===== src/rtl/i2s_pkg.sv =====
// Shared types and defaults for the I2S endpoint blocks.
package i2s_pkg;

    typedef enum logic {
        CH_LEFT  = 1'b0,
        CH_RIGHT = 1'b1
    } chan_t;

    localparam int unsigned I2S_SYNC_STAGES = 2;

endpackage


===== src/rtl/i2s_sync_edge.sv =====
// Multi-stage synchroniser for one edge-detected line plus W auxiliary lines;
// rise/fall strobes are registered off the synchronised edge line.
module i2s_sync_edge
    import i2s_pkg::*;
#(
    parameter int unsigned W           = 1,
    parameter int unsigned SYNC_STAGES = I2S_SYNC_STAGES
) (
    input  logic         clk,
    input  logic         rst,
    input  logic         i_edge,
    input  logic [W-1:0] i_aux,
    output logic [W-1:0] o_aux_s,
    output logic         o_rise,
    output logic         o_fall
);

    logic [W:0] r_sync [SYNC_STAGES];
    logic       r_prev;
    logic       r_rise;
    logic       r_fall;
    logic       w_edge_s;

    assign w_edge_s = r_sync[SYNC_STAGES-1][0];

    always_ff @(posedge clk or posedge rst) begin
        if (rst) begin
            for (int i = 0; i < int'(SYNC_STAGES); i++) begin
                r_sync[i] <= '0;
            end
            r_prev <= 1'b0;
            r_rise <= 1'b0;
            r_fall <= 1'b0;
        end else begin
            r_sync[0] <= {i_aux, i_edge};
            for (int i = 1; i < int'(SYNC_STAGES); i++) begin
                r_sync[i] <= r_sync[i-1];
            end
            r_prev <= w_edge_s;
            r_rise <= w_edge_s & ~r_prev;
            r_fall <= ~w_edge_s & r_prev;
        end
    end

    assign o_aux_s = r_sync[SYNC_STAGES-1][W:1];
    assign o_rise  = r_rise;
    assign o_fall  = r_fall;

endmodule


===== src/rtl/i2s_target.sv =====
// I2S clock-follower endpoint: follows external sclk/lrclk, receives on sdi,
// transmits on sdo and exchanges parallel L/R words with the system side.
module i2s_target
    import i2s_pkg::*;
#(
    parameter int unsigned DW          = 24,
    parameter int unsigned SYNC_STAGES = I2S_SYNC_STAGES
) (
    input  logic          clk,
    input  logic          rst,
    input  logic          sclk,
    input  logic          lrclk,
    input  logic          sdi,
    output logic          sdo,
    input  logic [DW-1:0] tx_ldata,
    input  logic [DW-1:0] tx_rdata,
    output logic          tx_rd_en,
    input  logic          tx_rd_valid,
    output logic          tx_underrun,
    output logic [DW-1:0] rx_ldata,
    output logic [DW-1:0] rx_rdata,
    output logic          rx_valid
);

    localparam int unsigned    CW      = $clog2(DW + 1);
    localparam logic [CW-1:0] DW_CNT  = CW'(DW);
    localparam logic [CW-1:0] DW_LAST = CW'(DW - 1);

    logic [1:0]    w_aux_s;
    logic          w_lr_s;
    logic          w_sdi_s;
    logic          w_rise;
    logic          w_fall;
    logic          w_accept;
    logic          w_fresh;
    logic [DW-1:0] w_tx_l;
    logic [DW-1:0] w_tx_r;
    logic [DW-1:0] w_rx_next;

    logic          r_lr_prev;
    chan_t         r_chan;
    logic [CW-1:0] r_rx_cnt;
    logic [DW-2:0] r_rx_shift;
    logic [DW-1:0] r_rx_hold;
    logic          r_framed;
    logic          r_load_pending;
    logic          r_fresh;
    logic          r_req_out;
    logic [DW-1:0] r_tx_l;
    logic [DW-1:0] r_tx_r;
    logic [DW-1:0] r_tx_r_cur;
    logic [DW-1:0] r_tx_shift;
    logic [DW-1:0] r_rx_ldata;
    logic [DW-1:0] r_rx_rdata;
    logic          r_rx_valid;
    logic          r_tx_rd_en;
    logic          r_tx_underrun;

    i2s_sync_edge #(
        .W           (2),
        .SYNC_STAGES (SYNC_STAGES)
    ) u_sync (
        .clk     (clk),
        .rst     (rst),
        .i_edge  (sclk),
        .i_aux   ({lrclk, sdi}),
        .o_aux_s (w_aux_s),
        .o_rise  (w_rise),
        .o_fall  (w_fall)
    );

    // Data returned in the same clk as a left load still counts for that load.
    always_comb begin
        w_lr_s    = w_aux_s[1];
        w_sdi_s   = w_aux_s[0];
        w_accept  = tx_rd_valid & r_req_out;
        w_fresh   = r_fresh | w_accept;
        w_tx_l    = w_accept ? tx_ldata : r_tx_l;
        w_tx_r    = w_accept ? tx_rdata : r_tx_r;
        w_rx_next = {r_rx_shift, w_sdi_s};
    end

    always_ff @(posedge clk or posedge rst) begin
        if (rst) begin
            r_lr_prev      <= 1'b0;
            r_chan         <= CH_LEFT;
            r_rx_cnt       <= '0;
            r_rx_shift     <= '0;
            r_rx_hold      <= '0;
            r_framed       <= 1'b0;
            r_load_pending <= 1'b0;
            r_fresh        <= 1'b0;
            r_req_out      <= 1'b0;
            r_tx_l         <= '0;
            r_tx_r         <= '0;
            r_tx_r_cur     <= '0;
            r_tx_shift     <= '0;
            r_rx_ldata     <= '0;
            r_rx_rdata     <= '0;
            r_rx_valid     <= 1'b0;
            r_tx_rd_en     <= 1'b0;
            r_tx_underrun  <= 1'b0;
        end else begin
            r_rx_valid    <= 1'b0;
            r_tx_rd_en    <= 1'b0;
            r_tx_underrun <= 1'b0;

            if (w_accept) begin
                r_tx_l    <= tx_ldata;
                r_tx_r    <= tx_rdata;
                r_fresh   <= 1'b1;
                r_req_out <= 1'b0;
            end

            if (w_rise) begin
                r_lr_prev <= w_lr_s;
                if (w_lr_s != r_lr_prev) begin
                    r_load_pending <= 1'b1;
                    r_rx_cnt       <= '0;
                    r_chan         <= w_lr_s ? CH_RIGHT : CH_LEFT;
                    if (!w_lr_s) begin
                        r_framed <= 1'b1;
                    end else if (r_framed) begin
                        r_tx_rd_en <= 1'b1;
                        r_fresh    <= 1'b0;
                        r_req_out  <= 1'b1;
                    end
                end else if (r_rx_cnt < DW_CNT) begin
                    r_rx_shift <= w_rx_next[DW-2:0];
                    r_rx_cnt   <= r_rx_cnt + CW'(1);
                    if (r_rx_cnt == DW_LAST) begin
                        if (r_chan == CH_LEFT) begin
                            r_rx_hold <= w_rx_next;
                        end else if (r_framed) begin
                            r_rx_ldata <= r_rx_hold;
                            r_rx_rdata <= w_rx_next;
                            r_rx_valid <= 1'b1;
                        end
                    end
                end
            end

            // Zeros shift in behind the LSB, so sdo idles low for the slot tail.
            if (w_fall) begin
                if (!r_framed) begin
                    r_tx_shift <= '0;
                end else if (r_load_pending) begin
                    r_load_pending <= 1'b0;
                    if (r_chan == CH_LEFT) begin
                        r_tx_shift    <= w_fresh ? w_tx_l : '0;
                        r_tx_r_cur    <= w_fresh ? w_tx_r : '0;
                        r_tx_underrun <= ~w_fresh;
                    end else begin
                        r_tx_shift <= r_tx_r_cur;
                    end
                end else begin
                    r_tx_shift <= r_tx_shift << 1;
                end
            end
        end
    end

    assign sdo         = r_tx_shift[DW-1];
    assign tx_rd_en    = r_tx_rd_en;
    assign tx_underrun = r_tx_underrun;
    assign rx_ldata    = r_rx_ldata;
    assign rx_rdata    = r_rx_rdata;
    assign rx_valid    = r_rx_valid;

endmodule


===== config.mk =====
export PLATFORM = sky130hd
export DESIGN_NAME = i2s_target
export DESIGN_NICKNAME = d
export VERILOG_FILES = /design/src/rtl/i2s_pkg.sv /design/src/rtl/i2s_sync_edge.sv /design/src/rtl/i2s_target.sv
export SDC_FILE = /design/constraint.sdc
export NUM_CORES = 1
export LEC_CHECK = 0
export CAP_MARGIN = 10
export CORE_ASPECT_RATIO = 2
export CORE_MARGIN = 2
export CORE_UTILIZATION = 35
export CTS_BUF_LIST = sky130_fd_sc_hd__clkbuf_16
export DETAILED_ROUTE_END_ITERATION = 10
export PLACE_DENSITY = 0.66
export SLEW_MARGIN = 20
export SYNTH_ARGS = -nofsm -noshare
export SYNTH_HDL_FRONTEND = slang
export SYNTH_SLANG_ARGS = --single-unit

===== constraint.sdc =====
create_clock -name clk -period 9.5 [get_ports clk]
set_clock_uncertainty 0.05 [all_clocks]
set_input_delay 1.9 -clock clk [delete_from_list [all_inputs] [get_ports clk]]
set_output_delay 1.9 -clock clk [all_outputs]
set_load 0.005 [all_outputs]

# Word level (Yosys, flattened, before mapping)
# Cells that the tools add are included.
dict set report totals {
  ff_bits 214
  input_bits 54
  mem_bits_rw 0
  latch_bits 0
  memories 0
  rom_bits 0
}
dict set report op_classes {
  reduce_logical 8
  div_mod_pow 0
  n_mux 38
  shifts 0
  add_sub_neg 1
  bitwise_logic 10
  order_cmp 1
  multipliers 0
  n_eq_ne 2
}
# cell count
set op_table {}
lappend op_table {{24-bit two-way mux} 7}
lappend op_table {{1-bit two-way mux} 29}
lappend op_table {{5-bit two-way mux} 2}
lappend op_table {{1-bit inverter} 6}
lappend op_table {{3-bit AND reduction} 2}
lappend op_table {{6-bit AND reduction} 1}
lappend op_table {{5-bit by 1-bit adder with 5-bit output (second input constant)} 1}
lappend op_table {{5-bit equality test (second input constant)} 1}
lappend op_table {{5-bit less-than comparator (second input constant)} 1}
lappend op_table {{5-bit AND reduction} 1}
lappend op_table {{2-bit AND reduction} 2}
lappend op_table {{4-bit AND reduction} 1}
lappend op_table {{1-bit bitwise AND} 3}
lappend op_table {{2-bit nonzero test} 1}
lappend op_table {{1-bit inequality test} 1}
lappend op_table {{1-bit OR} 1}

# Logic depth before layout (Yosys ltp)
dict set report logic_depth {
  ltp_word 7
  ltp_mapped 7
}

# Modules after synthesis
# Synthesis repeated with hierarchy kept, for this count alone.
dict set report hier_totals {
  cells_unflattened 647
  hier_area_um2 8808.4
}
# mod area_per_inst_um2 n_inst cells_each
set by_module_without_submodules {}
lappend by_module_without_submodules {i2s_target 8549.4 1 633}
lappend by_module_without_submodules {i2s_sync_edge 259.0 1 14}

# Least setup slack after synthesis
# OpenSTA, ideal clock, no wires.
dict set report synth_timing {
  path_type {input -> register}
  from {input tx_rd_valid}
  to {register r_tx_l[6]}
  setup_ns 0.065
  required_ns 9.385
  path_stages 6
  slack_ns 6.564
  arrival_time_ns 2.821
  cell_sequence {and2_1 buf_2 clkbuf_1 clkbuf_1 nand2_1 nand2_1}
}
dict set report synth_between {
  elab_chain_len 2
}
# item line
set synth_lines {}
lappend synth_lines {{start: declaration} i2s_target.sv:18} ;# input logic tx_rd_valid,
lappend synth_lines {{1-bit bitwise AND} i2s_target.sv:76} ;# w_accept = tx_rd_valid & r_req_out;
lappend synth_lines {{24-bit two-way mux} -}
lappend synth_lines {{net w_tx_l[6]} i2s_target.sv:36} ;# logic [DW-1:0] w_tx_l;
lappend synth_lines {{end signal: assignment} i2s_target.sv:109} ;# r_tx_l <= tx_ldata;
lappend synth_lines {{end: declaration} i2s_target.sv:49} ;# logic [DW-1:0] r_tx_l;
# The timed path passes the listed nets, and every way through them passes these cells.
# A chain may end at the register's enable or synchronous reset.

# Worst setup path after layout
dict set report layout_timing {
  from {input tx_rd_valid}
  to {register r_tx_r_cur[17]}
}
dict set report layout_between {
  elab_chain_len 3
  word_cells_on_any_way 4
}
# item line
set layout_lines {}
lappend layout_lines {{1-bit bitwise AND *} i2s_target.sv:76}
lappend layout_lines {{24-bit two-way mux or 1-bit OR (tied branches)} -}
lappend layout_lines {{24-bit two-way mux *} i2s_target.sv:151} ;# r_tx_r_cur <= w_fresh ? w_tx_r : '0;
lappend layout_lines {{end signal: assignment} i2s_target.sv:151}
lappend layout_lines {{end: declaration} i2s_target.sv:51} ;# logic [DW-1:0] r_tx_r_cur;
# Every way passes the cells marked *; elsewhere a longest branch is shown, timed or not.

==> impl_metrics.tcl <==
set metrics [dict create \
    outcome "complete, no violations" \
    rsz0062_at_grt "false" \
    post-synth-top-count-cell "dfrtp_1" \
    synthCells 743 \
    postSynth.asyncResetShare_pct 100 \
    synth_top_area_share_pct 61.6 \
    ir_drop_mv 0.226 \
    report.final.slew_viol_count 0 \
    detail_route.wirelength_um 17700 \
    power-per-cell-area_mw_per_mm2 231 \
    dpl.cell_count 1141 \
    postCtsSetupBuffers 0 \
    yosysWarnings 0 \
    initial_utilization_pct 35.6 \
    hold_viol_final 0 \
    p_int_mw 1.75 \
    clk_pin_slew_worst_paths_ps 60 \
    crit_start "tx_rd_valid" \
    first_global_vias 5850 \
    synth_edf_count 0 \
    leakagePower_nw 4.98 \
    postCtsHoldBufs 0 \
    netlist_area_mm2 0.00870 \
    grt_max_degree 136 \
    ios 106 \
    max_cap_violations 0 \
    synth-seq-cells 214 \
    cp.required_ps 9860 \
    die_h_um 227 \
    dieArea_mm2 0.0262 \
    sw_frac_of_total_pct 28.7 \
    rows 81 \
    yosysTopAreaCell "dfrtp_1" \
    cts_sinks 214 \
    tns_ps 0 \
    numCtsBuffers 20 \
    drc 0 \
    avgViaCountPerCell 4.89 \
    syn_area_per_cell_um2 11.7 \
    comb_power_share_pct 17.4 \
    firstDrtPassIters 4 \
    core-area_mm2 0.0244 \
    cp_data_arrival_time_ps 4170 \
    drt_iter0_markers 339 \
    clkPwrFrac_pct 32.1 \
    vias 5757 \
    cp-end-kind "flip-flop" \
    ant_nets 0 \
    grt_pass1_wl_um 29800 \
    fin_crit_ps 3820 \
    hold_ws_ps 299 \
    place.gp.congestion 0.780 \
    die_x_um 115 \
    routedWlPerCell_um 15.0 \
    ctsHtreeMaxLevel 1 \
    ys_seq_area_share_pct 61.6 \
    synthTopCellsByArea "dfrtp_1, mux2_2, nand2_1" \
    p_switching_mw 0.706 \
    hp-start "u_sync.r_sync[5]$_DFF_PP0_" \
    worst_slew_pin_slew_ps 926 \
    syn-num-nets 799 \
    drive_gt1_share_pct 16.0 \
    cts_root_buf "clkbuf_16" \
    clk_latency_ps 520 \
    grt_util_all_layers_pct 14.0 \
    n_antenna_cell 0 \
    cts_tree "built" \
    period_share_pct 40.2 \
    port_buffers 105 \
    hold_class "reg2reg" \
    finalPower_mw 2.46 \
    final_nets 887 \
    grt-ovfl-total 0 \
    antenna_found_initial 0 \
    post_cts_resize_count 0 \
    slew_headroom_pct 38.2 \
    synth_cell_type_count 32 \
    finalSetupViolCount 0 \
    synth_common_cells "dfrtp_1, nand2_1, mux2_2" \
    crit_fanout 58 \
    seqPwrFrac_pct 50.5 \
    cts.path.max_buffers 3 \
    regToRegStartpoint "u_sync.o_aux_s[1]$_DFF_PP0_" \
    start_kind "input pin" \
    crit_type "in2reg" \
    fmax_mhz 262 \
    ys.flop_type "dfrtp_1" \
    syn2layout_area_growth_pct 22.6 \
    fillers 2293 \
    hpwlAfterDp_um 11400 \
    final_cells 1177 \
]
worst paths after layout:
check,endpoint,slack [ps],cells after the start
setup / recovery,r_tx_r_cur[17]$_DFFE_PP0P_,5680,5
hold / removal,u_sync.o_aux_s[1]$_DFF_PP0_,300,0
setup reg to reg,rx_rdata[5]$_DFFE_PP0P_,7120,6
hold reg to reg,u_sync.o_aux_s[1]$_DFF_PP0_,300,0
max in group asynchronous,r_tx_shift[22]$_DFFE_PP0P_,6140,3
min in group asynchronous,u_sync.r_sync[4]$_DFF_PP0_,1930,2
final cells by class:
class                      count  area [um^2]  area share (%)
sequential                   214         5360            50.2
multi-input combinational    474         3090            29.0
inverter                       5         26.3           0.246
timing repair buffer         116         1140            10.7
clock inverter                16          136            1.28
tap                          332          415            3.90
clock buffer                  20          500            4.69
placed cells by master (no fill, tap or decap), types with 2 or more instances in the layout:
cell type and n:
nor2_1 3, a31oi_1 23, clkinv_1 3, bufinv_16 2, nor4_4 2, mux2_2 89
clkdlybuf4s50_1 105, a22oi_1 25, a21o_1 2, dfrtp_1 214, clkbuf_16 20, a41oi_1 2
buf_4 10, and3_1 2, nor2b_1 28, a22o_1 2, clkinv_2 5, o21ai_0 74
nand2_1 175, nor3_1 2, ha_1 2, a221oi_1 23, mux2_1 9, nand3_1 2
inv_1 8
worst max-delay path: stages:
cell and delay, ps:
clkdlybuf4s50_1 550, and2_2 670, buf_4 610, a22oi_1 180, o21ai_0 220
metal layers:
metal  routed length, um  vias to the layer above  global-route usage (%)
li1                    -                     2757                       -
met1                7070                     2834                    17.0
met2                9400                      133                    24.6
met3                 626                       33                    1.60
met4                 608                        0                    6.18
met5                   0                        -                       0
metrics by stage:
stage          area [um^2]  util, %  worst slack (ps)
3_5_place_dp         10000     41.0              5200
5_1_grt              10700     43.7              5510
2_1_floorplan         8700        -              1700
4_1_cts              10700     43.6              5700
3_3_place_gp         10000     41.0              5230
6_report             10700     43.7              5680
power by group through the flow:
stage                     combinational [mW]  sequential (mW)  clock [mW]
after detailed placement               0.430             1.26           0
after global placement                 0.416             1.25           0
final                                  0.428             1.24       0.788
after floorplan                        0.326             1.22           0
after global routing                   0.493             1.27       0.847
after CTS                              0.433             1.24       0.816
state kept, by name, indices dropped and copies added, names as in the netlist, 2 cells and up:
| register | flops |
|---|---|
| rx_rdata | 24 |
| u_sync.r_sync | 4 |
| r_rx_hold | 24 |
| r_tx_shift | 24 |
| r_tx_r | 24 |
| r_tx_l | 24 |
| r_tx_r_cur | 24 |
| u_sync.o_aux_s | 2 |
| rx_ldata | 24 |
| r_rx_shift | 23 |
| r_rx_cnt | 5 |
cell families after synthesis:
group / count (synthesis) / synth area share, %
compound gates: 154 / 11.2
simple gates: 219 / 11.1
mux: 99 / 12.8
fa+ha+maj: 2 / 0.288
buf+inv: 55 / 3.04
flops: 214 / 61.6
Power figures use the tool's default switching activity.
